--- src/rtl/regfile_wr_arbiter_if.sv ---
// Writeback bus between the two writeback sources, the arbiter and the register file write port.
// The master modport is the requester/register-file side and the slave modport is the arbiter.
interface regfile_wr_arbiter_if #(
    parameter int WIDTH   = 8,
    parameter int REGBITS = 3,
    parameter int CNTW    = 8
);
    logic                    req0_valid;
    logic [REGBITS-1:0]      req0_addr;
    logic [WIDTH-1:0]        req0_data;
    logic                    req0_ready;
    logic                    req1_valid;
    logic [REGBITS-1:0]      req1_addr;
    logic [WIDTH-1:0]        req1_data;
    logic                    req1_ready;
    logic                    wb_hold;
    logic                    regwrite;
    logic [REGBITS-1:0]      wa;
    logic [WIDTH-1:0]        wd;
    logic [(2**REGBITS)-1:0] pend_mask;
    logic [CNTW-1:0]         conflict_cnt;

    modport master (
        output req0_valid, req0_addr, req0_data,
        output req1_valid, req1_addr, req1_data,
        output wb_hold,
        input  req0_ready, req1_ready,
        input  regwrite, wa, wd, pend_mask, conflict_cnt
    );

    modport slave (
        input  req0_valid, req0_addr, req0_data,
        input  req1_valid, req1_addr, req1_data,
        input  wb_hold,
        output req0_ready, req1_ready,
        output regwrite, wa, wd, pend_mask, conflict_cnt
    );
endinterface

--- src/rtl/regfile_wr_arbiter.sv ---
// Two-source register file write-port arbiter (ALU vs load) with registered write, pending mask and
// saturating conflict counter. Define REGFILE_ARB_FIXED_PRIO_EN to make the load source always win.
module regfile_wr_arbiter #(
    parameter int WIDTH   = 8,
    parameter int REGBITS = 3,
    parameter int CNTW    = 8
) (
    input  logic                   clk,
    input  logic                   rst_n,
    regfile_wr_arbiter_if.slave    bus
);
    localparam int NREGS = 2**REGBITS;

    logic               w_both;
    logic               w_live;
    logic               w_gnt0;
    logic               w_gnt1;
    logic               w_gnt;
    logic               w_contest;
    logic               w_wr_en;
    logic [REGBITS-1:0] w_gnt_addr;
    logic [WIDTH-1:0]   w_gnt_data;
    logic [NREGS-1:0]   w_onehot;

    logic               r_regwrite;
    logic [REGBITS-1:0] r_wa;
    logic [WIDTH-1:0]   r_wd;
    logic [NREGS-1:0]   r_pend_mask;
    logic [CNTW-1:0]    r_conflict_cnt;

    // NOTE: rst_n gates the grants directly so ready is 0 during reset without waiting for a clock.
    assign w_live    = rst_n & ~bus.wb_hold;
    assign w_both    = bus.req0_valid & bus.req1_valid;
    assign w_contest = w_live & w_both;

`ifdef REGFILE_ARB_FIXED_PRIO_EN
    assign w_gnt1 = w_live & bus.req1_valid;
    assign w_gnt0 = w_live & bus.req0_valid & ~bus.req1_valid;
`else
    logic r_rr_ptr;

    assign w_gnt0 = w_live & bus.req0_valid & (~bus.req1_valid | ~r_rr_ptr);
    assign w_gnt1 = w_live & bus.req1_valid & (~bus.req0_valid |  r_rr_ptr);

    always_ff @(posedge clk or negedge rst_n) begin
        if (!rst_n) begin
            r_rr_ptr <= 1'b0;
        end else if (w_contest) begin
            r_rr_ptr <= ~r_rr_ptr;
        end
    end
`endif

    assign w_gnt      = w_gnt0 | w_gnt1;
    assign w_gnt_addr = w_gnt1 ? bus.req1_addr : bus.req0_addr;
    assign w_gnt_data = w_gnt1 ? bus.req1_data : bus.req0_data;
    // Writes to register 0 are accepted from the requester but never reach the register file.
    assign w_wr_en    = w_gnt & (w_gnt_addr != '0);
    assign w_onehot   = NREGS'(1) << w_gnt_addr;

    // NOTE: all state uses non-blocking assignments so every register samples pre-edge values.
    always_ff @(posedge clk or negedge rst_n) begin
        if (!rst_n) begin
            r_regwrite     <= 1'b0;
            r_wa           <= '0;
            r_wd           <= '0;
            r_pend_mask    <= '0;
            r_conflict_cnt <= '0;
        end else begin
            r_regwrite  <= w_wr_en;
            r_pend_mask <= w_wr_en ? w_onehot : '0;
            if (w_gnt) begin
                r_wa <= w_gnt_addr;
                r_wd <= w_gnt_data;
            end
            if (w_contest && (r_conflict_cnt != '1)) begin
                r_conflict_cnt <= r_conflict_cnt + CNTW'(1);
            end
        end
    end

    assign bus.req0_ready   = w_gnt0;
    assign bus.req1_ready   = w_gnt1;
    assign bus.regwrite     = r_regwrite;
    assign bus.wa           = r_wa;
    assign bus.wd           = r_wd;
    assign bus.pend_mask    = r_pend_mask;
    assign bus.conflict_cnt = r_conflict_cnt;
endmodule

--- src/flat_wrapper.sv ---
// flat-port wrapper written by rule: the top's interface ports become plain ports
module regfile_wr_arbiter_flat 
#(
    parameter int WIDTH   = 8,
    parameter int REGBITS = 3,
    parameter int CNTW    = 8
)
  (clk, rst_n, bus_req0_valid, bus_req0_addr, bus_req0_data, bus_req1_valid, bus_req1_addr, bus_req1_data, bus_wb_hold, bus_req0_ready, bus_req1_ready, bus_regwrite, bus_wa, bus_wd, bus_pend_mask, bus_conflict_cnt);
  regfile_wr_arbiter_if #(.WIDTH(WIDTH), .REGBITS(REGBITS), .CNTW(CNTW)) bus_i ();
  input  logic clk;
  input  logic rst_n;
  input wire logic [$bits(bus_i.req0_valid)-1:0] bus_req0_valid;
  input wire logic [$bits(bus_i.req0_addr)-1:0] bus_req0_addr;
  input wire logic [$bits(bus_i.req0_data)-1:0] bus_req0_data;
  input wire logic [$bits(bus_i.req1_valid)-1:0] bus_req1_valid;
  input wire logic [$bits(bus_i.req1_addr)-1:0] bus_req1_addr;
  input wire logic [$bits(bus_i.req1_data)-1:0] bus_req1_data;
  input wire logic [$bits(bus_i.wb_hold)-1:0] bus_wb_hold;
  output wire logic [$bits(bus_i.req0_ready)-1:0] bus_req0_ready;
  output wire logic [$bits(bus_i.req1_ready)-1:0] bus_req1_ready;
  output wire logic [$bits(bus_i.regwrite)-1:0] bus_regwrite;
  output wire logic [$bits(bus_i.wa)-1:0] bus_wa;
  output wire logic [$bits(bus_i.wd)-1:0] bus_wd;
  output wire logic [$bits(bus_i.pend_mask)-1:0] bus_pend_mask;
  output wire logic [$bits(bus_i.conflict_cnt)-1:0] bus_conflict_cnt;
  assign bus_i.req0_valid = bus_req0_valid;
  assign bus_i.req0_addr = bus_req0_addr;
  assign bus_i.req0_data = bus_req0_data;
  assign bus_i.req1_valid = bus_req1_valid;
  assign bus_i.req1_addr = bus_req1_addr;
  assign bus_i.req1_data = bus_req1_data;
  assign bus_i.wb_hold = bus_wb_hold;
  assign bus_req0_ready = bus_i.req0_ready;
  assign bus_req1_ready = bus_i.req1_ready;
  assign bus_regwrite = bus_i.regwrite;
  assign bus_wa = bus_i.wa;
  assign bus_wd = bus_i.wd;
  assign bus_pend_mask = bus_i.pend_mask;
  assign bus_conflict_cnt = bus_i.conflict_cnt;
  regfile_wr_arbiter #(.WIDTH(WIDTH), .REGBITS(REGBITS), .CNTW(CNTW)) u_core (.clk(clk), .rst_n(rst_n), .bus(bus_i));
endmodule
--- config.mk ---
export PLATFORM = sky130hd
export DESIGN_NAME = regfile_wr_arbiter_flat
export DESIGN_NICKNAME = d
export VERILOG_FILES = /design/src/rtl/regfile_wr_arbiter_if.sv /design/src/rtl/regfile_wr_arbiter.sv /design/src/flat_wrapper.sv
export SDC_FILE = /design/constraint.sdc
export NUM_CORES = 1
export LEC_CHECK = 0
export ABC_CLOCK_PERIOD_IN_PS = 1500
export CAP_MARGIN = 40
export CORE_ASPECT_RATIO = 1.75
export CORE_MARGIN = 8
export CORE_UTILIZATION = 40
export CTS_CLUSTER_DIAMETER = 150
export CTS_CLUSTER_SIZE = 40
export DETAILED_ROUTE_END_ITERATION = 16
export PLACE_DENSITY = 0.76
export SETUP_SLACK_MARGIN = 0.4
export SYNTH_ARGS = -nofsm -noshare
export SYNTH_HDL_FRONTEND = slang
export SYNTH_SLANG_ARGS = --single-unit
export TNS_END_PERCENT = 1
--- constraint.sdc ---
create_clock -name clk -period 1.5 [get_ports clk]
set_input_delay 0.15 -clock clk [delete_from_list [all_inputs] [get_ports clk]]
set_output_delay 0.15 -clock clk [all_outputs]
set_load 0.005 [all_outputs]
==> summary.txt, run 1 <==
Placement
  • Placer congestion estimate: 0.8349
  • Cell count after placement: 271
  • HPWL Detailed: 3553 µm
  • IO buf count: 56

Synth
  • Synthesized Nets: 180
  • Post-synth EDFFs: 0
  • Post-Syn Area per Cell: 10.17 µm²
  • Top_reg_cell synth: dfrtp_1
  • YS warnings: 0
  • Cells after Synth: around 150
  • Number of synthesized register bits: 29
  • Library cells used by synthesis: 41
  • Synthesized area: around 1500 µm²
  • Seq/Total Area, Yosys: 46.93%
  • Asr flop ratio synth: 100.0%

Timing
  • Fin. max-slew vios: 0
  • Minimum clock period: roughly 1400 ps
  • Final Hold Viols: 0
  • RSZ-0062 raised after global routing: yes
  • Hold WS: 148.6 ps
  • Tcrit/Tclk final: 94.41%
  • Setup Skew: 7.600 ps
  • Final Setup Violations: 0
  • Max frequency: 706.1 MHz

Floorplanning
  • I/O pins: 57
  • Row cnt: 30
  • Die Y: about 100 µm
  • Initial Utilization: 40.79%
  • Core Region: around 3800 µm²
  • Die area: 6190 µm²
  • Die X-Extent: 63 µm

GRT
  • Number of global-route vias before repair: 1647
  • First-pass GRT wire length: 7417 µm
  • Pin count of the biggest net entering global routing: 17
  • Number of antenna violations at the first check in global routing: 0
  • Total gr overflow: 0
  • GRT Util Overall: roughly 15%

Clocking
  • Worst-skew pair later-pin latency: 280 ps
  • H-tree depth: 2
  • TritonCTS Buffers: 5
  • CTS tree: yes
  • Worst-case clock buffer depth: 2
  • Hold bufs inserted after CTS: 0
  • Clk sinks: 29
  • CTS Root Buffer Type: clkbuf_8
  • Clk slew on worst S/H paths: approximately 60 ps

Finish
  • Most frequent cells in the layout: clkdlybuf4s50_1 (50), buf_4 (28), dfrtp_1 (25), nand3_1 (13), inv_1 (12)
  • Share of layout cells above drive strength 1: a little under a quarter
  • Ant diodes: 0
  • Area grow syn2layout: 61.65%
  • Layout Cells excl Fill: 281
  • Nets: 261
  • Core Util, Final: 65.94%
  • Commonest non-fill, non-tap cell in the layout: clkdlybuf4s50_1

Pwr
  • VDD IR max: 652.3 µV
  • Power density over cell area: 1051 nW/µm²
  • Leak: 1.047 nW

Detailed routing
  • WL/cell: 16.25 µm
  • Antenna Violating Nets Remaining: 0
  • Routed wire length: between 4000 and 5000 µm
  • TritonRoute pass-1 iters: 4
  • Residual DRC: 0
  • DR vias/cell: about 5.5
  • DR iter-0 viols: 57
  • Via count: ~1500

Status
  • Status: completed

Worst setup path
  • Critical Path Source Type: register
  • R2r startpoint: u_core.bus.conflict_cnt[1]$_DFFE_PN0P_
  • Crit path kind: reg -> reg
  • Reg2reg setup slack: 80 ps
  • Crit Path Max Fanout: 4
  • Reg2reg end: u_core.bus.conflict_cnt[1]$_DFFE_PN0P_
  • Critical Path AT: 1590 ps
  • Worst EP required: 1670 ps
  • R2R cell count: 4
  • Worst setup startpoint: u_core.bus.conflict_cnt[1]$_DFFE_PN0P_
  • Worst setup EP type: register

Worst hold path
  • HP Class: in -> async

Run
  • Max Cap Violations: 0
## worst max path at each step
stage,end,slack (ps),cells after the start
after global routing,u_core.bus.conflict_cnt[1]$_DFFE_PN0P_,40,4
after CTS,u_core.bus.conflict_cnt[1]$_DFFE_PN0P_,70,4
final,u_core.bus.conflict_cnt[1]$_DFFE_PN0P_,80,4
after global placement,bus_req0_ready,-260,5
after detailed placement,u_core.bus.wd[2]$_DFFE_PN0P_,-320,5
after floorplan,u_core.bus.conflict_cnt[1]$_DFFE_PN0P_,120,4
## layout make-up
| type | count | area (µm²) |
|---|---|---|
| clock buffer | 7 | 86.33 |
| tap | 48 | 60.06 |
| fill | 302 | 1291 |
| timing repair buffer | 85 | 787.0 |
| inverter | 12 | 45.04 |
| sequential | 29 | 730.7 |
| multi-input combinational | 100 | 790.8 |
## sequential cells by signal, indices dropped and copies added, names as in the netlist
register / flops
u_core.bus.pend_mask: 8
u_core.bus.conflict_cnt: 8
u_core.bus.wd: 8
u_core.bus.wa: 3
u_core.r_rr_ptr: 1
u_core.bus.regwrite: 1
## per-layer routing
layer	wire, µm	up-vias	global-route usage [%]
li1	-	737	-
met1	1631	740	13.59
met2	2609	49	27.60
met3	211	9	4.243
met4	114	0	9.187
met5	0	-	0
## synthesized netlist by cell type, drive strengths merged (2+ instances only)
cell     instances  area [µm²]
buf              8       52.55
nor2b            3       26.27
inv             12       45.04
xor2             2       17.52
nand3           13       65.06
mux2             2       22.52
xnor2            3       26.28
o311ai          11       96.34
nor2             4       15.01
o2111ai          7       61.31
clkbuf           3       11.26
a211oi           3       22.52
nor3             2       10.01
o21ai           12       60.05
nand2            4       15.01
a2111oi          3       32.53
dfrtp           29       725.7
nand2b           3       18.77
nand4            3       18.77
nand4b           3       32.53
a21oi            8       43.79
## where the power goes
part           switching [mW]  total [mW]  internal [mW]  leakage [nW]
combinational           0.364       0.909          0.545         0.641
sequential              0.142        1.07          0.931         0.362
clock                   0.283       0.646          0.363        0.0443
## worst max-delay path, cell delays in order (launching register included)
cell	delay, ps
dfrtp_2	440
ha_4	180
and3_4	200
a21o_1	190
mux2_4	300
## cell families after synthesis
| family | synth area share [%] |
|---|---|
| AO/OA/AOI/OAI | 21.52 |
| AND/OR/NAND/NOR | 18.53 |
| adder cells (fa/ha/maj) | 0.8089 |
| multiplexers | 2.103 |
| XOR/XNOR | 2.832 |
| flip-flops | 46.93 |
| buffers and inverters | 7.039 |
| other | 0.2425 |
## stage by stage
stage / total power, mW / instance area [µm²] / setup TNS (ps) / worst slack (ps)
after global routing: 2.796 / 2500 / 0 / 42.04
after CTS: 2.561 / 2442 / 0 / 73.76
after floorplan: 1.382 / 1564 / 0 / 123.3
after global placement: 1.855 / 2328 / -5115 / -259.7
after detailed placement: 1.885 / 2328 / -6803 / -319.8
final: 2.627 / 2500 / 0 / 83.81
## what timing repair did
action	in CTS	in global routing
pin swaps	2	0
gates resized for setup	10	10
buffers inserted	1	2
endpoints found under the setup margin	58	58
No activity file was read; power rests on OpenSTA's default activity.
==> run 2: changes to the inputs <==
--- a/config.mk
+++ b/config.mk
@@ -14,6 +14,7 @@
 export CTS_CLUSTER_SIZE = 40
 export DETAILED_ROUTE_END_ITERATION = 16
 export PLACE_DENSITY = 0.76
+export REMOVE_ABC_BUFFERS = 1
 export SETUP_SLACK_MARGIN = 0.4
 export SYNTH_ARGS = -nofsm -noshare
 export SYNTH_HDL_FRONTEND = slang
==> summary.txt, run 2 (synthesis gave the netlist of run 1 again) <==
Placement
  • Placer congestion estimate: 0.9224
  • Placement Setup Slack: -349.5 ps
  • HPWL Detailed: around 4000 µm
  • IO buf count: 56
  • Cell count after placement: about 280

Clocking
  • TritonCTS Buffers: 5
  • Worst-case clock buffer depth: 2
  • CTS tree: yes
  • Clk sinks: 29
  • Clk slew on worst S/H paths: about 60 ps
  • CTS Root Buffer Type: clkbuf_8
  • Hold bufs inserted after CTS: 0
  • Worst-skew pair later-pin latency: roughly 280 ps
  • H-tree depth: 2

Finish
  • Area grow syn2layout: 63.51%
  • Share of layout cells above drive strength 1: 24.37%
  • Core Util, Final: 66.70%
  • Ant diodes: 0
  • Commonest non-fill, non-tap cell in the layout: clkdlybuf4s50_1
  • Most frequent cells in the layout: clkdlybuf4s50_1 (43), buf_4 (32), dfrtp_1 (28), nand3_1 (13)
  • Layout Cells excl Fill: 286
  • Fillcell total: 307
  • Nets: between 200 and 300

Detailed routing
  • WL/cell: approximately 18 µm
  • DR iter-0 viols: 69
  • Routed wire length: 5140 µm
  • TritonRoute pass-1 iters: 4
  • Residual DRC: 0
  • Antenna Violating Nets Remaining: 0
  • DR vias/cell: 5.668
  • Via count: 1621

Worst setup path
  • Crit path kind: reg -> reg
  • Reg2reg setup slack: ~140 ps
  • Worst EP required: 1700 ps
  • Worst setup EP type: register
  • R2r startpoint: u_core.bus.conflict_cnt[1]$_DFFE_PN0P_
  • R2R cell count: 5
  • Critical Path Source Type: register
  • Crit Path Max Fanout: 4
  • Critical Path AT: 1560 ps
  • Reg2reg end: u_core.bus.conflict_cnt[7]$_DFFE_PN0P_

GRT
  • First-pass GRT wire length: 8300 µm
  • Total gr overflow: 0
  • Number of antenna violations at the first check in global routing: 0
  • GRT Util Overall: 16.42%
  • Number of global-route vias before repair: 1722
  • Pin count of the biggest net entering global routing: 17

Timing
  • Fin. max-slew vios: 0
  • RSZ-0062 raised after global routing: yes
  • Minimum clock period: ~1400 ps
  • Final Setup Violations: 0
  • Worst rel slew slack: around three fifths
  • Tcrit/Tclk final: 90.85%
  • Hold WS: about 120 ps
  • Max frequency: 733.8 MHz
  • Final Hold Viols: 0
  • TNS Setup: 0 ps
  • Slew of the pin with the lowest slew margin: 590.1 ps
  • Setup Skew: 2.631 ps
  • Final worst slack: 137.2 ps

Floorplanning
  • Core Region: 3791 µm²
  • Die Y: 98.26 µm
  • Die area: 6190 µm²
  • Initial Utilization: 40.79%
  • Die X-Extent: 63 µm
  • I/O pins: 57
  • Row cnt: 30

Status
  • Status: completed

Pwr
  • Power density over cell area: 1051 nW/µm²
  • Leak: approximately 1.1 nW
  • VDD IR max: approximately 760 µV

Worst hold path
  • HP Class: in -> async

Run
  • Max Cap Violations: 0
run 2: power by group:
part	switching [mW]	total [mW]	leakage, nW	internal, mW
logic	0.426	0.980	0.672	0.554
registers	0.106	1.03	0.366	0.925
clock network	0.283	0.646	0.0443	0.363
run 2: how the worst max path moves through the flow:
stage | startpoint | to | slack [ps]
finish | u_core.bus.conflict_cnt[1]$_DFFE_PN0P_ | u_core.bus.conflict_cnt[7]$_DFFE_PN0P_ | 140
global route | u_core.bus.conflict_cnt[1]$_DFFE_PN0P_ | u_core.bus.conflict_cnt[5]$_DFFE_PN0P_ | 70
CTS | u_core.bus.conflict_cnt[1]$_DFFE_PN0P_ | u_core.bus.conflict_cnt[7]$_DFFE_PN0P_ | 130
detailed placement | rst_n | bus_req0_ready | -350
global placement | rst_n | bus_req0_ready | -300
floorplan | u_core.bus.conflict_cnt[0]$_DFFE_PN0P_ | u_core.bus.conflict_cnt[5]$_DFFE_PN0P_ | 40
run 2: area by class of cell:
class / count / area [µm²] / area share [%]
tap: 48 / 60.06 / 2.375
sequential: 29 / 726.9 / 28.75
inverter: 12 / 45.04 / 1.781
multi-input combinational: 100 / 784.5 / 31.02
timing repair buffer: 90 / 825.8 / 32.66
clock buffer: 7 / 86.33 / 3.414
run 2: worst max-delay path, stage by stage (launching register included):
cell	delay (ps)
dfrtp_1	410
ha_4	180
and3_4	190
buf_4	140
nor4b_4	210
xor2_1	160
run 2: timing repair:
action	in CTS	in global routing
setup endpoints to repair	58	57
setup buffers	4	0
gates resized for setup	29	2
pin swaps	3	0
run 2: stage by stage:
stage                     total power, mW  cell area, µm²
after detailed placement            1.965            2354
after global routing                2.809            2529
final                               2.657            2529
after floorplan                     1.321            1483
after CTS                           2.687            2526
after global placement              1.932            2354
run 2: per-layer routing:
metal	wire length, µm	track usage (%)	up-vias
li1	-	-	747
met1	1866	15.86	815
met2	2957	31.80	51
met3	209	3.326	8
met4	107	7.067	0
met5	0	0	-
